<file path="config.mk">
export PLATFORM = sky130hd
export DESIGN_NAME = instr_fetch_buffer
export DESIGN_NICKNAME = d
export VERILOG_FILES = /design/src/rtl/instr_fetch_buffer.sv
export SDC_FILE = /design/constraint.sdc
export NUM_CORES = 1
export LEC_CHECK = 0
export ABC_AREA = 1
export CORE_MARGIN = 2
export CORE_UTILIZATION = 54
export DETAILED_ROUTE_END_ITERATION = 8
export GPL_TIMING_DRIVEN = 0
export PLACE_DENSITY = 0.79
export SLEW_MARGIN = 30
export SYNTH_ARGS = -nofsm -noshare
export SYNTH_HDL_FRONTEND = slang
export SYNTH_SLANG_ARGS = --single-unit
</file>
<file path="constraint.sdc">
create_clock -name clk -period 4.6 [get_ports clk]
set_clock_uncertainty 0.2 [all_clocks]
set_input_delay 0.69 -clock clk [delete_from_list [all_inputs] [get_ports clk]]
set_output_delay 0.69 -clock clk [all_outputs]
set_load 0.03 [all_outputs]
</file>
<file path="src/rtl/instr_fetch_buffer.sv">
// rtl/instr_fetch_buffer.sv - in-order instruction fetch with outstanding-request tracking and decode FIFO
// FETCH_BYPASS_EN: forward a response straight to the decoder when the FIFO is empty.
module instr_fetch_buffer #(
    parameter logic [31:0] BOOT_ADDR = 32'h0000_0080,
    parameter int unsigned DEPTH     = 2
) (
    input  logic        clk,
    input  logic        rst,
    output logic        instr_req_o,
    output logic [31:0] instr_addr_o,
    input  logic        instr_gnt_i,
    input  logic        instr_rvalid_i,
    input  logic [31:0] instr_rdata_i,
    input  logic        redirect_i,
    input  logic [31:0] redirect_addr_i,
    output logic        instr_valid_o,
    output logic [31:0] instr_o,
    output logic [31:0] instr_pc_o,
    input  logic        instr_ready_i
);
    localparam int unsigned PW = $clog2(DEPTH);
    localparam int unsigned CW = $clog2(DEPTH + 1);

    typedef enum logic [1:0] {IDLE, FETCH, FLUSH} state_t;
    state_t state;

    logic [31:0]   fetch_addr;
    logic [31:0]   held_addr;
    logic [31:0]   resp_pc;
    logic          held;
    logic          held_stale;
    logic [CW-1:0] outstanding;
    logic [CW-1:0] outstanding_nxt;
    logic [CW-1:0] count;
    logic [PW-1:0] rd_ptr;
    logic [PW-1:0] wr_ptr;
    logic [31:0]   fifo_instr [DEPTH];
    logic [31:0]   fifo_pc    [DEPTH];

    logic [CW:0]   occupancy;
    logic          new_req;
    logic          gnt_fire;
    logic          fifo_empty;
    logic          push;
    logic          pop;
    logic          store;
    logic          bypass;
    logic [31:0]   redirect_target;

    function automatic logic [PW-1:0] ptr_inc(input logic [PW-1:0] p);
        return (p == PW'(DEPTH - 1)) ? '0 : p + PW'(1);
    endfunction

    assign redirect_target = {redirect_addr_i[31:2], 2'b00};
    assign occupancy       = {1'b0, outstanding} + {1'b0, count};
    assign fifo_empty      = (count == '0);

    // A request that was shown but not granted keeps its original address, even across a redirect.
    assign new_req      = (state == FETCH) && !held && !redirect_i && (occupancy < (CW + 1)'(DEPTH));
    assign instr_req_o  = held | new_req;
    assign instr_addr_o = held ? held_addr : fetch_addr;
    assign gnt_fire     = instr_req_o & instr_gnt_i;

    assign push = (state == FETCH) && instr_rvalid_i && !redirect_i;

`ifdef FETCH_BYPASS_EN
    assign bypass        = push && fifo_empty;
    assign instr_valid_o = !fifo_empty || bypass;
    assign instr_o       = fifo_empty ? instr_rdata_i : fifo_instr[rd_ptr];
    assign instr_pc_o    = fifo_empty ? resp_pc : fifo_pc[rd_ptr];
`else
    assign bypass        = 1'b0;
    assign instr_valid_o = !fifo_empty;
    assign instr_o       = fifo_instr[rd_ptr];
    assign instr_pc_o    = fifo_pc[rd_ptr];
`endif

    assign pop   = instr_valid_o && instr_ready_i && !fifo_empty;
    assign store = push && !(bypass && instr_ready_i);

    always_comb begin
        outstanding_nxt = outstanding;
        if (gnt_fire)
            outstanding_nxt = outstanding_nxt + CW'(1);
        if (instr_rvalid_i && (outstanding != '0))
            outstanding_nxt = outstanding_nxt - CW'(1);
    end

    always_ff @(posedge clk or posedge rst) begin
        if (rst) begin
            state       <= IDLE;
            fetch_addr  <= BOOT_ADDR;
            resp_pc     <= BOOT_ADDR;
            held_addr   <= BOOT_ADDR;
            held        <= 1'b0;
            held_stale  <= 1'b0;
            outstanding <= '0;
        end else begin
            outstanding <= outstanding_nxt;
            held        <= instr_req_o & ~instr_gnt_i;
            held_addr   <= instr_addr_o;
            held_stale  <= instr_req_o & ~instr_gnt_i & (held_stale | redirect_i);

            if (redirect_i) begin
                fetch_addr <= redirect_target;
                resp_pc    <= redirect_target;
            end else begin
                if (gnt_fire && !held_stale)
                    fetch_addr <= fetch_addr + 32'd4;
                if (push)
                    resp_pc <= resp_pc + 32'd4;
            end

            // A granted stale request must drain through FLUSH so its response is dropped.
            case (state)
                IDLE:    state <= FETCH;
                FETCH:   if ((redirect_i || (gnt_fire && held_stale)) && (outstanding_nxt != '0))
                             state <= FLUSH;
                FLUSH:   if (!redirect_i && (outstanding_nxt == '0))
                             state <= FETCH;
                default: state <= IDLE;
            endcase
        end
    end

    always_ff @(posedge clk or posedge rst) begin
        if (rst) begin
            rd_ptr <= '0;
            wr_ptr <= '0;
            count  <= '0;
        end else if (redirect_i) begin
            rd_ptr <= '0;
            wr_ptr <= '0;
            count  <= '0;
        end else begin
            if (store)
                wr_ptr <= ptr_inc(wr_ptr);
            if (pop)
                rd_ptr <= ptr_inc(rd_ptr);
            case ({store, pop})
                2'b10:   count <= count + CW'(1);
                2'b01:   count <= count - CW'(1);
                default: count <= count;
            endcase
        end
    end

    always_ff @(posedge clk) begin
        if (store) begin
            fifo_instr[wr_ptr] <= instr_rdata_i;
            fifo_pc[wr_ptr]    <= resp_pc;
        end
    end

endmodule

</file>
======== After elaboration in Yosys (flattened, before gate mapping) ========
Memories as Yosys holds them, arrays and structs flattened.
Index checks and enable logic that the tools add are counted.
cells by class
  add/subtract/negate cells ............... 9
  order comparisons ....................... 1
  eq/ne operators ......................... 6
  multiplexer cells ....................... 20
  bitwise gates (word level) .............. 6
  reduce and logical (&&, ||, !) cells .... 27
operators with widths
  cell                   count
  $mux 32                5
  $add 32x3->32 const B  2
  $logic_and 1x1->1      12
  $mux 2                 5
  $reduce_bool 2->1      5
  $mux 1                 8
  $logic_not 2->1        3
  $pmux 2 s3             1
  $add 2x1->2 const B    2
  $eq 2x1->1 const B     2
  $eq 2x2->1 const B     2
  $logic_not 1->1        4
  $pmux 2 s2             1
  $sub 2x1->2 const B    2
  $add 2x2->3            1
  $and 1x1->1            3
  $lt 3x2->1 const B     1
  $reduce_bool 3->1      1
  $add 1x1->1 const B    2
  $ne 2x1->1 const B     1
  $ne 2x2->1 const B     1
  $or 1x1->1             2
  $reduce_and 2->1       1
  $logic_or 1x1->1       1
  $not 1->1              1
storage, ports and cells
  flip-flop bits (word level) ............. 106
  bits in writable memories ............... 128
  input port bits ......................... 70
  logic and storage cells ................. 81
  memories kept ........................... 2
memory list
  name        depth  width  read ports  clocked after Yosys merged registers in  write ports  RTL line  text
  fifo_instr  2      32     1           0                                        1            37        logic [31:0] fifo_instr [DEPTH];
  fifo_pc     2      32     1           0                                        1            38        logic [31:0] fifo_pc [DEPTH];

======== Longest topological paths before layout ========
Gate-level depths: netlist (run 1).
  word-level depth ........................ 13
  depth in mapped cells ................... 13

======== Worst setup path after synthesis (run 1) ========
Ideal clock, no wire load.
  path kind ............................... input to register
  start point ............................. in redirect_i
  end point ............................... mem fifo_instr[0][0], enable pin
  library setup time ...................... 0.483 ns
  arrival ................................. 3.669 ns
  slack ................................... 0.248 ns
  stages .................................. 4
  buffers on the path ..................... 1
  path through ............................ buf_6 > inv_2 > nand2_1 > nor2_1
on the way
  longest elaborated chain between the ends .. 4
ends and longest elaborated chain
  element                       RTL line  text
  from (decl)                   14        input logic redirect_i,
  $logic_not 1->1               64        assign push = (state == FETCH) && instr_rvalid_i && !redirect_i;
  $logic_and 1x1->1             64
  $mux 1                        149       if (store) begin
  $mux 1 (implied by the code)  150       fifo_instr[wr_ptr] <= instr_rdata_i;
  to (decl)                     37
No other way between the ends.

======== Worst setup path after layout (run 1) ========
  start point ............................. reg rd_ptr
  end point ............................... out instr_o[8]
on the way
  longest elaborated chain between the ends .. 1
ends and longest elaborated chain
  element                 RTL line  text
  from (decl)             35        logic [PW-1:0] rd_ptr;
  from (signal assigned)  139       rd_ptr <= ptr_inc(rd_ptr);
  $mem_v2 2x32            n/a
  to (decl)               17        output logic [31:0] instr_o,
No other way between the ends.

==> results of run 1 <==
-- power breakdown --
group	internal, mW	switching, mW
sequential	2.57	0.286
clock	1.10	0.770
combinational	0.938	1.68
total	4.61	2.73
-- synth_stat cells, types with 2 or more instances --
master and n:
clkbuf_1 24, nand3_2 4, buf_1 3, xnor2_1 3
nor3_1 19, o21bai_1 2, nor2_1 75, nor2_8 2
nor3_2 2, nor2_2 4, nand2_1 433, o211ai_1 10
a22oi_1 3, nor2_4 5, buf_4 3, nand3b_1 4
o31ai_1 5, dfstp_2 3, inv_2 6, buf_6 4
buf_2 4, o221ai_1 3, nand4_1 12, ha_1 3
xor2_1 15, o21ai_0 56, dfrtp_1 99, nand3_1 50
o21ai_1 4, nand2_2 3, a21oi_1 29, nand2_4 4
inv_1 97, edfxtp_1 124, a31oi_1 12
-- state kept, by name, indices dropped and copies added (netlist names) --
signal       cells
held_addr       32
held             1
fetch_addr      30
fifo_instr      64
state            2
wr_ptr           1
resp_pc         30
outstanding      2
fifo_pc         60
count            2
rd_ptr           1
held_stale       1
-- kinds of logic (layout without fill, tap and decap cells) --
family | after synthesis | after routing | share of synthesized area [%]
DFF | 226 | 226 | 60.0
and+or+nand+nor | 622 | 622 | 25.4
other | 1 | 2 | 0.0358
xor gates and xnor gates | 18 | 18 | 1.51
AOI/OAI and AO/OA | 129 | 129 | 7.08
adders and majority gates | 4 | 4 | 0.550
buffers and inverters | 141 | 352 | 5.50
-- routing by layer --
layer / part of all wire, % / GRT usage, %
met1: 41 / 33.9
met2: 48 / 44.4
met3: 7.6 / 4.43
met4: 3.5 / 10.4
met5: 0 / 0
-- placed cells by master, fill, tap and decap left out, drive strengths merged, types with 30 or more instances in the layout --
cell and n:
nand3 55, edfxtp 124, a21oi 30, inv 103, clkdlybuf4s50 162, o21ai 60
nor2 86, clkbuf 60, dfrtp 99, nand2 440
-- worst reg2reg max path, delay by kind of cell, from the launching register on --
kind          cells  cell delay [ps]
flops             1              400
buf+inv           2              440
simple gates      4             1210
-- final cells by class --
| cell class | instances | area [um^2] |
|---|---|---|
| fill | 1417 | 5550 |
| multi-input combinational | 775 | 3640 |
| inverter | 103 | 392 |
| timing repair buffer | 167 | 1760 |
| sequential | 226 | 6280 |
| buffer | 38 | 189 |
| clock buffer | 36 | 697 |
| clock inverter | 8 | 68.8 |
| tap | 260 | 325 |
-- final timing paths --
kind	from	endpoint	slack, ps	cells after the start
max	rd_ptr	instr_o[8]	1000	6
min	held_addr[1]	held_addr[1]	260	2
max reg2reg	state[1]	fifo_pc[0][24]	2020	6
min reg2reg	held_addr[1]	held_addr[1]	260	2
max in group asynchronous	rst	held_addr[29]	3210	3
min in group asynchronous	rst	held	330	2
-- stage by stage --
stage	power, mW	setup slack, ps	util (%)
after floorplan	4.44	248	-
after detailed placement	5.49	1460	66.6
final	7.34	1000	70.6
after global routing	7.72	778	70.6
after global placement	5.40	-1790	65.8
after CTS	7.36	901	70.6
==> reports/qor.yml, run 1 <==
status: "finished, final reports clean"
synth_top_area_share_pct: 35.6
slew-limit-headroom_pct: 53.4
cts_buffers: 24
die_w_um: 143
grt_max_degree: 65
yosysUniqueCellTypes: 47
synth_area_leaders: "edfxtp_1, dfrtp_1, nand2_1"
hold_viol: 0
setup_tns_ps: 0
design_area_um2: 13300
num_rows: 50
grt-ovfl-total: 0
start_util_pct: 55.4
wl_per_cell_um: 16.7
grt_pass1_vias: 8164
finalNetCount: 1409
port_buffers: 162
finalSetupViolCount: 0
yosysWarnings: 0
cts_max_level: 1
routed_wl_um: 27000
cts_hold_buf: 0
synth_edf_count: 124
seq_area_frac_synth_pct: 60.0
core_um2: 18900
first_pass_iters: 5
clockRootBuffer: "clkbuf_16"
drc: 0
clock.fmax_mhz: 278
arrival_ps: 2710
cts_setup_buffers: 0
dp.cells: 1569
globalplace.congestion: 1.00
slowest_stage: "clkdlybuf4s50_1"
slowest_delay_ps: 660
rsz0062_at_grt: "false"
antenna_found_initial: 0
synth_area_leader_cell: "edfxtp_1"
async_flop_share_pct: 45.1
worstPathCellList: "clkbuf_1, inv_2, clkbuf_1, nand2_1, nand2_1, clkdlybuf4s50_1"
ys.flop_type: "edfxtp_1"
clkSlewWorstSetupHoldPaths_ps: 60
cp.required_ps: 3710
ir_drop_uv: 467
die_area_um2: 20500
ys_ff_latch: 226
numClockSinks: 226
clock_latency_ps: 530
fin_crit_ps: 3600
slew_viol_final: 0
syn_to_final_growth_pct: 27.4
powerDensity_nw_per_um2: 550
synthCells: 1141
drtAntennaViolNets: 0
avgSynthCellArea_um2: 9.18
die_height_um: 143
clock_path_buffers: 3
grt_use_total_pct: 26.3
io_pins: 168
fin_crit_sh_pct: 78.2
worst-path-buf-inv: 4
viasPerCell: 5.31
setup.worst_path.start_class: "flip-flop"
hp-class: "reg -> reg"
power_leakage_nw: 5.68
syn_area_um2: 10500
hpwl_um: 19700
maxCapViolations: 0
insertedDiodeCount: 0
cts.repair.resized: 0
critical_path.top_delay_family: "buffers and inverters"
crit_type: "reg -> out"
drive_above_1_share_pct: 6.80
fin_cells: 1613
worst_setup_path_end_kind: "primary output"
place_area_um2: 12600
vias: 8568
grt_pass1_wl_um: 41800
hold-worst-slack_ps: 258
cts_tree: "built"
crit_fanout: 10
max_slew.worst_pin.slew_ps: 698
drt_iter0_drc: 587
(Power assumes the default switching activity.)
==> inputs of run 2 (changes only) <==
--- a/config.mk
+++ b/config.mk
@@ -7,10 +7,10 @@
 export LEC_CHECK = 0
 export ABC_AREA = 1
 export CORE_MARGIN = 2
-export CORE_UTILIZATION = 54
+export CORE_UTILIZATION = 49
 export DETAILED_ROUTE_END_ITERATION = 8
 export GPL_TIMING_DRIVEN = 0
-export PLACE_DENSITY = 0.79
+export PLACE_DENSITY = 0.76
 export SLEW_MARGIN = 30
 export SYNTH_ARGS = -nofsm -noshare
 export SYNTH_HDL_FRONTEND = slang
==> constraint.sdc (replaced) <==
create_clock -name clk -period 3.3 [get_ports clk]
set_clock_uncertainty 0.2 [all_clocks]
set_input_delay 0.495 -clock clk [delete_from_list [all_inputs] [get_ports clk]]
set_output_delay 0.495 -clock clk [all_outputs]
set_load 0.03 [all_outputs]
==> reports/qor.yml, run 2 (synthesis gave the netlist of run 1 again) <==
first_pass_iters: 6  # was 5
slew_viol_final: 0  # unchanged
register_area_um2: 6280  # unchanged
grt-ovfl-total: 0  # unchanged
setup.worst_path.start_class: "flip-flop"  # unchanged
hpwl_um: 20100  # was 19700 um
fin_crit_sh_pct: 96.9
largest_reg_flops: 64  # unchanged
cts_hold_buf: 0  # unchanged
die_w_um: 150  # was 143 um
worst_setup_path_end_kind: "primary output"  # unchanged
finalNetCount: 1413  # was 1409
total_power_mw: 10.3  # was 7.34 mW
pre_cts_slack_ps: 341  # was 1460 ps
slew-limit-headroom_pct: 53.4  # about the same
p_int_mw: 6.45  # was 4.61 mW
fin_crit_ps: 3200
multi_input_area_um2: 3640  # unchanged
drive_above_1_share_pct: 8.19  # was 6.80%
power_frac_comb_pct: 35.7  # was 35.6%
cts_buffers: 24  # unchanged
die_height_um: 150  # was 143 um
final_common_cell: "nand2_1"  # unchanged
cts_setup_buffers: 0  # unchanged
power_leakage_nw: 5.79  # was 5.68 nW
finalSetupViolCount: 0  # unchanged
clock_path_buffers: 3  # unchanged
clock.fmax_mhz: 313
wl_per_cell_um: 16.7  # about the same
cts_max_level: 1  # unchanged
hold_viol: 0  # unchanged
hp-class: "in -> async"  # was reg -> reg
clkPwrFrac_pct: 25.5  # about the same
netSwitchingPower_mw: 3.82  # was 2.73 mW
cts.repair.resized: 8  # was 0
clockRootBuffer: "clkbuf_16"  # unchanged
arrival_ps: 2500  # was 2710 ps
drt_iter0_drc: 669  # was 587
powerDensity_nw_per_um2: 762  # was 550 nW/um^2
antenna_found_initial: 0  # unchanged
grt_max_degree: 31  # was 65
routed_wl_um: 27300  # was 27000 um
status: "finished, final reports clean"  # unchanged
num_rows: 53  # was 50
start_util_pct: 49.8  # was 55.4%
fillers: 1718  # was 1417
numClockSinks: 226  # unchanged
mostFrequentLayoutCells: "nand2_1, clkdlybuf4s50_1, edfxtp_1"  # unchanged
drtAntennaViolNets: 0  # unchanged
grt_use_total_pct: 24.4  # was 26.3%
clkSlewWorstSetupHoldPaths_ps: 60  # about the same
io_pins: 168  # unchanged
die_area_um2: 22600  # was 20500 um^2
fin_util_pct: 64.1  # was 70.6%
core_um2: 21000  # was 18900 um^2
max_slew.worst_pin.slew_ps: 699  # was 698 ps
top_regs: "fifo_instr: 64 flops, fifo_pc: 60 flops, held_addr: 32 flops"  # unchanged
cp.required_ps: 2600  # was 3710 ps
viasPerCell: 5.20  # was 5.31
crit_type: "reg -> out"  # unchanged
ir_drop_uv: 558  # was 467 uV
crit_fanout: 10  # unchanged
regMostFlops: "fifo_instr"  # unchanged
vias: 8475  # was 8568
clock_latency_ps: 510  # was 530 ps
setup_ws_ps: 102  # was 1000 ps
drc: 0  # unchanged
cts_tree: "built"  # unchanged
grt_pass1_vias: 8348  # was 8164
power_frac_seq_pct: 38.8  # was 38.9%
insertedDiodeCount: 0  # unchanged
maxCapViolations: 0  # unchanged
grt_pass1_wl_um: 42800  # was 41800 um
globalplace.congestion: 0.973  # was 1.00
port_buffers: 162  # unchanged
swShare_pct: 37.2  # about the same
syn_to_final_growth_pct: 28.7  # was 27.4%
run 2: changes by cell type in the layout (fill, tap and decap cells not counted), sizes merged:
cell	delta
clkdlybuf4s50	-3
bufinv	+1
buf	+2
clkbuf	-6
clkinv	+4
dlymetal6s2s	+3
clkinvlp	+2
run 2: path summary, 6_finish.rpt:
check / endpoint / slack [ps] / depth (start not counted) / start
setup / recovery: instr_pc_o[10] / 100 / 5 / rd_ptr
hold / removal: fetch_addr[17] / 170 / 2 / rst
setup reg to reg: fifo_instr[0][4] / 710 / 8 / state[1]
hold reg to reg: held_addr[1] / 260 / 2 / held_addr[1]
max in group asynchronous: resp_pc[7] / 2150 / 3 / rst
min in group clk: fetch_addr[10] / 180 / 4 / redirect_i
run 2: layout make-up:
cell class / instances / share of cell area [%]
inverter: 103 / 2.90
tap: 275 / 2.55
timing repair buffer: 171 / 13.8
multi-input combinational: 775 / 27.0
buffer: 38 / 1.53
sequential: 226 / 46.6
clock buffer: 28 / 4.72
clock inverter: 15 / 0.984
run 2: worst max-delay path, cell delays in order (launching register included):
cell and delay (ps):
dfrtp_1 310, clkbuf_1 390, clkbuf_1 390, nand2_1 100, nand2_1 100, clkdlybuf4s50_1 700
run 2: per-layer routing:
layer	track usage, %	vias to the layer above	share of wire [%]
li1	-	4146	-
met1	32.1	3936	42
met2	41.4	328	47
met3	3.73	65	7.3
met4	8.58	0	3.2
met5	0	-	0
run 2: through the flow:
step	instance area [um^2]	hold slack, ps	TNS, ps	instances
finish	13500	172	0	1631
floorplan	10500	242	0	1142
detailed placement	12700	247	0	1588
CTS	13500	163	0	1631
global route	13500	193	-24.0	1631
global placement	12500	243	-165490	1579
run 2: power by group through the flow:
stage          sequential [mW]  clock (mW)  combinational (mW)
6_report                  3.98        2.62                3.67
5_1_grt                   4.05        2.77                4.01
4_1_cts                   3.97        2.65                3.69
3_5_place_dp              4.02           0                3.66
3_3_place_gp              4.01           0                3.54
2_1_floorplan             3.91           0                2.27
==> inputs of run 3 (changes only) <==
--- a/config.mk
+++ b/config.mk
@@ -10,7 +10,7 @@
 export CORE_UTILIZATION = 49
 export DETAILED_ROUTE_END_ITERATION = 8
 export GPL_TIMING_DRIVEN = 0
-export PLACE_DENSITY = 0.76
+export PLACE_DENSITY = 0.77
 export SLEW_MARGIN = 30
 export SYNTH_ARGS = -nofsm -noshare
 export SYNTH_HDL_FRONTEND = slang
==> reports/qor.yml, run 3 (synthesis gave the netlist of run 1 again) <==
cts_buffers: 24  # unchanged
io_pins: 168  # unchanged
first_pass_iters: 5  # was 6
max_slew.worst_pin.slew_ps: 690  # was 699 ps
fin_crit_ps: 3170  # was 3200 ps
viasPerCell: 5.23  # was 5.20
powerDensity_nw_per_um2: 760  # was 762 nW/um^2
clock.fmax_mhz: 316  # was 313 MHz
mostFrequentLayoutCells: "nand2_1, clkdlybuf4s50_1, edfxtp_1"  # unchanged
ir_drop_uv: 647  # was 558 uV
rsz0062_at_grt: "true"
start_util_pct: 49.8  # unchanged
grt_pass1_wl_um: 43000  # was 42800 um
worst-path-buf-inv: 4  # was 3
setup_tns_ps: 0  # unchanged
top_regs: "fifo_instr: 64 flops, fifo_pc: 60 flops, held_addr: 32 flops"  # unchanged
cp.required_ps: 2600  # about the same
setup.worst_path.start_class: "flip-flop"  # unchanged
regMostFlops: "fifo_instr"  # unchanged
wl_met3_um: 1990  # was 1980 um
fillers: 1727  # was 1718
clock_latency_ps: 530  # was 510 ps
port_buffers: 162  # unchanged
crit_path_frequent_cell: "nand2_1"
crit_fanout: 10  # unchanged
finalSetupViolCount: 0  # unchanged
die_area_um2: 22600  # unchanged
globalplace.congestion: 0.979  # was 0.973
cts_setup_buffers: 0  # unchanged
total_power_mw: 10.3  # about the same
clkSlewWorstSetupHoldPaths_ps: 60  # about the same
cts_tree: "built"  # unchanged
syn_to_final_growth_pct: 28.9  # was 28.7%
grt_max_degree: 31  # unchanged
worst_setup_path_end_kind: "primary output"  # unchanged
top_layer: "met4"  # unchanged
register_area_um2: 6280  # unchanged
grt-ovfl-total: 0  # unchanged
wl_met2_um: 13500  # was 12900 um
vias: 8541  # was 8475
drt-met1-wl_um: 11200  # was 11500 um
design_area_um2: 13500  # about the same
drtAntennaViolNets: 0  # unchanged
grt_pass1_vias: 8176  # was 8348
fin_crit_sh_pct: 96.0  # was 96.9%
routed_wl_um: 27600  # was 27300 um
numClockSinks: 226  # unchanged
finalNetCount: 1414  # was 1413
fin_util_pct: 64.2  # was 64.1%
largest_reg_flops: 64  # unchanged
power_leakage_nw: 5.82  # was 5.79 nW
drt_iter0_drc: 672  # was 669
pre_cts_slack_ps: 325  # was 341 ps
setup_ws_ps: 131  # was 102 ps
crit_type: "reg -> out"  # unchanged
core_um2: 21000  # unchanged
place_area_um2: 12700  # about the same
slowest_stage: "clkdlybuf4s50_1"  # unchanged
multi_input_area_um2: 3640  # unchanged
antenna_found_initial: 0  # unchanged
cts_max_level: 1  # unchanged
hp-class: "in -> async"  # unchanged
slew-limit-headroom_pct: 54.0  # was 53.4%
critical_path.top_delay_family: "buffers and inverters"  # unchanged
worstPathCellList: "clkbuf_1, inv_4, clkbuf_2, nand2_1, nand2_1, clkdlybuf4s50_1"  # was clkbuf_1, clkbuf_1, nand2_1, nand2_1, clkdlybuf4s50_1
status: "finished, final reports clean"  # unchanged
hold_viol: 0  # unchanged
maxCapViolations: 0  # unchanged
die_height_um: 150  # unchanged
wl_per_cell_um: 16.9  # was 16.7 um
clockRootBuffer: "clkbuf_16"  # unchanged
arrival_ps: 2470  # was 2500 ps
grt_use_total_pct: 24.6  # was 24.4%
insertedDiodeCount: 0  # unchanged
slowest_delay_ps: 670  # was 700 ps
clock_path_buffers: 3  # unchanged
num_rows: 53  # unchanged
slew_viol_final: 0  # unchanged
hpwl_um: 20800  # was 20100 um
die_w_um: 150  # unchanged
drc: 0  # unchanged
final_common_cell: "nand2_1"  # unchanged
drive_above_1_share_pct: 8.25  # was 8.19%
run 3: changes by cell type in the layout (fill, tap and decap cells not counted), sizes merged:
cell,previous run,this run
clkbuf,54,60
buf,21,23
clkdlybuf4s50,159,157
clkinv,9,7
clkinvlp,4,2
bufinv,2,1
dlygate4sd2,0,1
dlymetal6s2s,3,4
inv,103,102
run 3: final cells by class:
class,instances,share of cell area [%]
clock buffers,35,5.05
plain buffers,38,1.53
flip-flops and latches,226,46.5
inverters,103,2.91
well taps,275,2.55
repair buffers,172,13.9
multi-input cells,775,26.9
clock inverters,9,0.612
run 3: final timing paths:
kind / start / endpoint / slack (ps) / depth (start not counted)
setup / recovery: rd_ptr / instr_pc_o[2] / 130 / 6
hold / removal: rst / held_addr[11] / 100 / 2
setup reg to reg: state[1] / fifo_instr[0][26] / 690 / 7
hold reg to reg: held_addr[0] / held_addr[0] / 270 / 2
max in group asynchronous: rst / resp_pc[28] / 2010 / 5
min in group clk: redirect_i / fetch_addr[10] / 190 / 4
run 3: through the flow:
stage                     hold WS [ps]  cells
after floorplan                    242   1142
after global placement             244   1579
after detailed placement           251   1589
after CTS                          103   1633
after global routing               120   1633
final                              101   1633
run 3: report_power, final:
part	switching, mW	internal, mW
combinational	2.35	1.33
clock	1.09	1.51
sequential	0.404	3.58
run 3: worst reg2reg max path: stages, from the launching register on:
cell,delay [ps]
dfrtp_1,400
nor2_2,210
nand2_1,180
inv_2,180
nand2_1,240
nor2_4,470
buf_8,240
buf_16,180
run 3: routing by layer:
layer	global-route usage [%]	vias to the layer above
met5	0	-
met4	7.88	0
met3	3.58	70
met2	42.7	339
met1	31.9	3990
li1	-	4142
run 3: what timing repair did:
item                                    CTS  global route
hold buffers                              0             0
gates resized for setup                  10            14
endpoints found under the setup margin   59            61
gates cloned                              0             0
